<file path="src/rtl/cpack_match_engine.sv">
// Two-stage dictionary match engine: stage 1 registers per-entry byte-match codes, stage 2 picks the best.
// Optional macro CPACK_ZERO_DETECT_EN flags all-zero words and keeps them out of the dictionary.
module cpack_match_engine #(
  parameter int DICT_ENTRY = 16,
  parameter int LOC_W      = $clog2(DICT_ENTRY)
) (
  input  logic              i_clk,
  input  logic              i_reset,
  input  logic              i_flush,
  input  logic              i_in_valid,
  output logic              o_in_ready,
  input  logic [31:0]       i_in_word,
  output logic              o_out_valid,
  input  logic              i_out_ready,
  output logic [31:0]       o_out_word,
  output logic [1:0]        o_type,
  output logic [LOC_W-1:0]  o_location,
  output logic              o_zero,
  output logic [LOC_W:0]    o_dict_count
);

  logic [31:0]                 dict_q [DICT_ENTRY];
  logic [DICT_ENTRY-1:0]       dvld_q;
  logic [LOC_W-1:0]            wr_ptr_q;
  logic [LOC_W:0]              cnt_q;

  logic                        s1_vld_q;
  logic [31:0]                 s1_word_q;
  logic [DICT_ENTRY-1:0][1:0]  s1_code_q;

  logic                        out_vld_q;
  logic [31:0]                 out_word_q;
  logic [1:0]                  type_q;
  logic [LOC_W-1:0]            loc_q;

  logic                        adv1, adv2, accept, push, full_hit, in_zero;
  logic [DICT_ENTRY-1:0][1:0]  code_d;
  logic [DICT_ENTRY-1:0]       full_vec;
  logic [1:0]                  best_t;
  logic [LOC_W-1:0]            best_l;

  assign adv2       = ~out_vld_q | i_out_ready;
  assign adv1       = ~s1_vld_q | adv2;
  assign o_in_ready = adv1;
  assign accept     = i_in_valid & adv1;

`ifdef CPACK_ZERO_DETECT_EN
  logic s1_zero_q, zero_q;
  assign in_zero = (i_in_word == 32'd0);
  always_ff @(posedge i_clk) begin
    if (i_reset) begin
      s1_zero_q <= 1'b0;
      zero_q    <= 1'b0;
    end else begin
      if (accept)             s1_zero_q <= in_zero;
      if (adv2 && s1_vld_q)   zero_q    <= s1_zero_q;
    end
  end
  assign o_zero = zero_q;
`else
  assign in_zero = 1'b0;
  assign o_zero  = 1'b0;
`endif

  // Leading-byte match length from the MSB, one comparator per entry.
  for (genvar g = 0; g < DICT_ENTRY; g++) begin : g_cmp
    logic [3:0] eq;
    logic [1:0] code_raw;
    for (genvar b = 0; b < 4; b++) begin : g_byte
      assign eq[b] = (dict_q[g][8*b +: 8] == i_in_word[8*b +: 8]);
    end
    always_comb begin
      code_raw = 2'b00;
      if (dvld_q[g]) begin
        if (&eq)           code_raw = 2'b11;
        else if (&eq[3:1]) code_raw = 2'b10;
        else if (&eq[3:2]) code_raw = 2'b01;
      end
    end
    assign full_vec[g] = dvld_q[g] & (&eq);
    assign code_d[g]   = in_zero ? 2'b00 : code_raw;
  end

  assign full_hit = |full_vec;
  assign push     = accept & ~i_flush & ~full_hit & ~in_zero;

  always_ff @(posedge i_clk) begin
    if (i_reset) begin
      dvld_q   <= '0;
      wr_ptr_q <= '0;
      cnt_q    <= '0;
    end else if (i_flush) begin
      dvld_q   <= '0;
      wr_ptr_q <= '0;
      cnt_q    <= '0;
    end else if (push) begin
      dvld_q[wr_ptr_q] <= 1'b1;
      wr_ptr_q         <= wr_ptr_q + 1'b1;
      if (cnt_q != (LOC_W+1)'(DICT_ENTRY)) cnt_q <= cnt_q + 1'b1;
    end
  end

  // Entry data is qualified by dvld_q, so it needs no reset.
  always_ff @(posedge i_clk) begin
    if (push) dict_q[wr_ptr_q] <= i_in_word;
  end

  always_ff @(posedge i_clk) begin
    if (i_reset) begin
      s1_vld_q  <= 1'b0;
      s1_word_q <= '0;
      s1_code_q <= '0;
    end else if (adv1) begin
      s1_vld_q <= i_in_valid;
      if (i_in_valid) begin
        s1_word_q <= i_in_word;
        s1_code_q <= code_d;
      end
    end
  end

  // Strict '>' keeps the lowest index on ties.
  always_comb begin
    best_t = 2'b00;
    best_l = '0;
    for (int i = 0; i < DICT_ENTRY; i++) begin
      if (s1_code_q[i] > best_t) begin
        best_t = s1_code_q[i];
        best_l = LOC_W'(i);
      end
    end
  end

  always_ff @(posedge i_clk) begin
    if (i_reset) begin
      out_vld_q  <= 1'b0;
      out_word_q <= '0;
      type_q     <= 2'b00;
      loc_q      <= '0;
    end else if (adv2) begin
      out_vld_q <= s1_vld_q;
      if (s1_vld_q) begin
        out_word_q <= s1_word_q;
        type_q     <= best_t;
        loc_q      <= best_l;
      end
    end
  end

  assign o_out_valid  = out_vld_q;
  assign o_out_word   = out_word_q;
  assign o_type       = type_q;
  assign o_location   = loc_q;
  assign o_dict_count = cnt_q;

endmodule

</file>
<file path="config.mk">
export PLATFORM = sky130hd
export DESIGN_NAME = cpack_match_engine
export DESIGN_NICKNAME = d
export VERILOG_FILES = /design/src/rtl/cpack_match_engine.sv
export SDC_FILE = /design/constraint.sdc
export NUM_CORES = 1
export LEC_CHECK = 0
export CAP_MARGIN = 20
export CELL_PAD_IN_SITES_DETAIL_PLACEMENT = 0
export CELL_PAD_IN_SITES_GLOBAL_PLACEMENT = 1
export CORE_UTILIZATION = 57
export CTS_BUF_LIST = sky130_fd_sc_hd__clkbuf_2
export CTS_CLUSTER_DIAMETER = 50
export DETAILED_ROUTE_END_ITERATION = 16
export GPL_ROUTABILITY_DRIVEN = 1
export PLACE_DENSITY_LB_ADDON = 0.1
export SLEW_MARGIN = 20
export SYNTH_ARGS = -nofsm -noshare
export SYNTH_HDL_FRONTEND = slang
export SYNTH_SLANG_ARGS = --single-unit
</file>
<file path="constraint.sdc">
create_clock -name i_clk -period 21 [get_ports i_clk]
set_clock_uncertainty 0.15 [all_clocks]
set_input_delay 3.15 -clock i_clk [delete_from_list [all_inputs] [get_ports i_clk]]
set_output_delay 3.15 -clock i_clk [all_outputs]
set_load 0.01 [all_outputs]
</file>
==> impl_summary.log <==
INFO  metric outcome = finished clean
INFO  metric ctsRootBufferMaster = sky130_fd_sc_hd__clkbuf_2
INFO  metric cts.htree.levels = 4
INFO  metric netlist_area = 28100 sq um
INFO  metric layout.filler_cells = between 3000 and 4000
INFO  metric drt_wl_cell = between 20 and 25 microns
INFO  metric chipHeight = 224 microns
INFO  metric multi_input_comb_area = between 9000 and 10000 sq um
INFO  metric post-place-cells = 2813
INFO  metric post_drt_via_cell_ratio = 5.48
INFO  metric area_delta_synth_final = 9.79%
INFO  metric cts-resized-gates = 0
INFO  metric num-nets-final = ~2400
INFO  metric cts_max_path_buffers = 3
INFO  metric timing.final.crit_share = 70.5%
INFO  metric synth_top_flop_cell = sky130_fd_sc_hd__edfxtp_1
INFO  metric m1WireLength = 28600 microns
INFO  metric path_clk_slew = 0.10 ns
INFO  metric worst_setup_path_start_kind = flop
INFO  metric place.gp.congestion = 0.876
INFO  metric worst_ep_arrival_time = about 16 ns
INFO  metric final_cell_count_no_fill = 3115
INFO  metric floorplan.die_area = ~50000 sq um
INFO  metric synth.net_count = 2220
INFO  metric gr-usage-all-layers = 26.5%
INFO  metric total_leakage_power = 0.0107 uW
INFO  metric synth_area_per_cell = 13.2 sq um
INFO  metric hp-start = s1_word_q[30]
INFO  metric worst_slew_pin_slew = 1.07 ns
INFO  metric topRoutingLayerUsed = met4
INFO  metric crit_path_max_fanout = 5
INFO  metric ys_seq_area_share = approximately 64%
INFO  metric ctsHoldBuffers = 0
INFO  metric r2r_start = s1_code_q[3]
INFO  metric register_to_register_setup_slack = approximately 6.2 ns
INFO  metric netlist_top_cells_count = 512 x sky130_fd_sc_hd__edfxtp_1, 334 x sky130_fd_sc_hd__xor2_1, 212 x sky130_fd_sc_hd__nand2_1
INFO  metric power_per_cell_area = 77.4 nW/um^2
INFO  metric totalNegativeSetupSlack = 0 ns
INFO  metric rsz0062_at_grt = false
INFO  metric first_global_vias = 16800
INFO  metric antenna_left = 0
INFO  metric critical_path.max_stage_delay = 0.43 ns
INFO  metric die_w = 224 microns
INFO  metric placement.io_buffers = 81
INFO  metric crit_type = reg -> reg
INFO  metric slew-limit-headroom = between 20% and 30%
INFO  metric ys_seq_elements = 641
INFO  metric cp_data_required_time = 22.10 ns
INFO  metric clock_sinks = 641
INFO  metric floorplan.core_area = between 40000 and 50000 sq um
INFO  metric drc = 0
INFO  metric synthTopCellsByArea = sky130_fd_sc_hd__edfxtp_1 55%, sky130_fd_sc_hd__xor2_1 10%, sky130_fd_sc_hd__dfxtp_1 9.2%
INFO  metric synthDistinctLibCells = 66
INFO  metric wl_met3 = ~4100 microns
INFO  metric number_of_antenna_violations_at_the_first_check_in_global_routing = 4
INFO  metric post-synth-top-area-cell = sky130_fd_sc_hd__edfxtp_1
INFO  metric hpwlAfterDp = 38700 microns
INFO  metric clk_lat_worst_skew = 1.35 ns
INFO  metric critical_path.slowest_cell = sky130_fd_sc_hd__a221oi_1
INFO  metric num_io_pins = 83
INFO  metric met2_wirelength = 30300 microns
INFO  metric ys_warn_count = 0
INFO  metric hp-class = reg -> reg
INFO  metric maximum_number_of_pins_on_one_net_before_global_route_repair = 97
INFO  metric drtPass1Iterations = 7
INFO  metric drt_first_iter_violations = 1251
INFO  metric setup_viol = 0
INFO  metric tritoncts.num_buffers = 163
INFO  metric grt_overflow_total = 0
INFO  metric layout-drive-gt1-share = 14.6%
INFO  metric seq_area = 18000 sq um
INFO  metric worst_path_most_repeated_cell = sky130_fd_sc_hd__ha_1
INFO  metric min_period = between 10 and 15 ns
INFO  metric max_cap_violations = 0
INFO  metric post_cts_buffers = 0
INFO  metric end_kind = flop
INFO  metric synth.most_common_cell = sky130_fd_sc_hd__edfxtp_1
INFO  metric peak_freq = 67.6 MHz
INFO  metric grt_pass1_wl = 98100 microns
INFO  metric hold_viol = 0
INFO  metric startpoint = s1_code_q[3]
INFO  metric synth_enable_flop_cells = 512
INFO  metric initial_utilization = 58.3%
INFO  metric syn_inst = ~2100
INFO  metric num_rows = 80
INFO  metric synthArstFlopShare = 0%
INFO  metric max_ir_drop_vdd = 54.7 uV
INFO  metric cts_tree = yes
INFO  metric vias = 17100
INFO  metric routed_wl = 64400 microns
INFO  metric netlist.area_leader.share = 54.8%
INFO  metric final-max-slew-violation-count = 0
[kinds of logic (layout without fill, tap and decap cells)]
family                     Yosys count  count (layout)  synth area share (%)
DFF                                641             641                  64.0
buffers and inverters              154             476                  3.00
other                                1               6                0.0134
and+or+nand+nor                    572             572                  10.1
adders and majority gates           51              51                  2.27
muxes                                7               7                 0.259
AOI/OAI and AO/OA                  194             194                  4.38
xor gates and xnor gates           512             512                  16.0
[sequential cells by signal, indices dropped and copies added, names as in the netlist]
name and flops:
dict_q 512, dvld_q 16, o_dict_count 5, o_location 4
o_out_valid 1, o_out_word 32, o_type 2, s1_code_q 32
s1_vld_q 1, s1_word_q 32, wr_ptr_q 4
[path summary, 6_finish.rpt]
kind	endpoint	cells after the start
min reg2reg	o_out_word[30]	2
max	o_location[0]	74
max reg2reg	o_location[0]	74
min	o_out_word[30]	2
[through the flow]
| stage | total power, uW | setup WS, ns | cell area, sq um | util (%) | hold slack [ns] |
|---|---|---|---|---|---|
| floorplan | 1500 | 8.11 | 28100 | - | 0.282 |
| global placement | 1550 | 6.83 | 29300 | 60.8 | 0.292 |
| detailed placement | 1550 | 6.44 | 29300 | 60.8 | 0.294 |
| CTS | 2410 | 6.36 | 30800 | 64.0 | 0.277 |
| global route | 2490 | 5.04 | 30800 | 64.0 | 0.302 |
| finish | 2380 | 6.20 | 30800 | 64.0 | 0.286 |
[report_power, final]
| part | switching (uW) | internal, uW |
|---|---|---|
| registers | 4.66 | 1380 |
| clock network | 499 | 363 |
| logic | 95.0 | 45.2 |
| total | 598 | 1790 |
[layer usage]
metal / up-vias / GRT usage (%)
li1: 8096 / -
met1: 8349 / 35.9
met2: 559 / 41.8
met3: 81 / 6.65
met4: 0 / 9.35
met5: - / 0
[worst max-delay path, delay by kind of cell (launching register included)]
kind	cells	cell delay (ns)
AO/OA/AOI/OAI	33	7.21
buffers and inverters	10	0.45
AND/OR/NAND/NOR	14	1.84
adder cells (fa/ha/maj)	15	3.92
multiplexers	2	0.77
flip-flops	1	0.38
[placed cells by master (no fill, tap or decap), types with 4 or more instances in the layout]
| master | n |
|---|---|
| sky130_fd_sc_hd__clkdlybuf4s50_1 | 48 |
| sky130_fd_sc_hd__a21oi_1 | 106 |
| sky130_fd_sc_hd__o21ai_0 | 12 |
| sky130_fd_sc_hd__xnor2_1 | 178 |
| sky130_fd_sc_hd__buf_2 | 32 |
| sky130_fd_sc_hd__nand4b_1 | 6 |
| sky130_fd_sc_hd__nand4_1 | 47 |
| sky130_fd_sc_hd__dfxtp_1 | 129 |
| sky130_fd_sc_hd__a21boi_0 | 4 |
| sky130_fd_sc_hd__edfxtp_1 | 512 |
| sky130_fd_sc_hd__buf_4 | 52 |
| sky130_fd_sc_hd__a211oi_1 | 6 |
| sky130_fd_sc_hd__o22ai_1 | 11 |
| sky130_fd_sc_hd__a32o_1 | 16 |
| sky130_fd_sc_hd__mux2i_1 | 5 |
| sky130_fd_sc_hd__diode_2 | 5 |
| sky130_fd_sc_hd__o211ai_1 | 4 |
| sky130_fd_sc_hd__xor2_1 | 334 |
| sky130_fd_sc_hd__nand3_1 | 42 |
| sky130_fd_sc_hd__o22a_1 | 7 |
| sky130_fd_sc_hd__and4_1 | 4 |
| sky130_fd_sc_hd__nor3_1 | 25 |
| sky130_fd_sc_hd__nor4_1 | 90 |
| sky130_fd_sc_hd__bufinv_16 | 4 |
| sky130_fd_sc_hd__clkinv_1 | 37 |
| sky130_fd_sc_hd__and3_1 | 26 |
| sky130_fd_sc_hd__clkbuf_2 | 248 |
| sky130_fd_sc_hd__nor2b_1 | 5 |
| sky130_fd_sc_hd__nand2_1 | 211 |
| sky130_fd_sc_hd__inv_1 | 47 |
| sky130_fd_sc_hd__and2_1 | 6 |
| sky130_fd_sc_hd__nor2_1 | 80 |
| sky130_fd_sc_hd__or3_1 | 5 |
| sky130_fd_sc_hd__ha_1 | 51 |
[layout make-up]
| class | instances | area share (%) |
|---|---|---|
| Antenna cell | 5 | 0.0406 |
| Clock buffer | 248 | 4.03 |
| Clock inverter | 49 | 0.979 |
| Inverter | 47 | 0.573 |
| Multi-Input combinational cell | 1337 | 30.1 |
| Sequential cell | 641 | 58.3 |
| Tap cell | 656 | 2.66 |
| Timing Repair Buffer | 132 | 3.35 |
No activity file was read; power rests on OpenSTA's default activity.
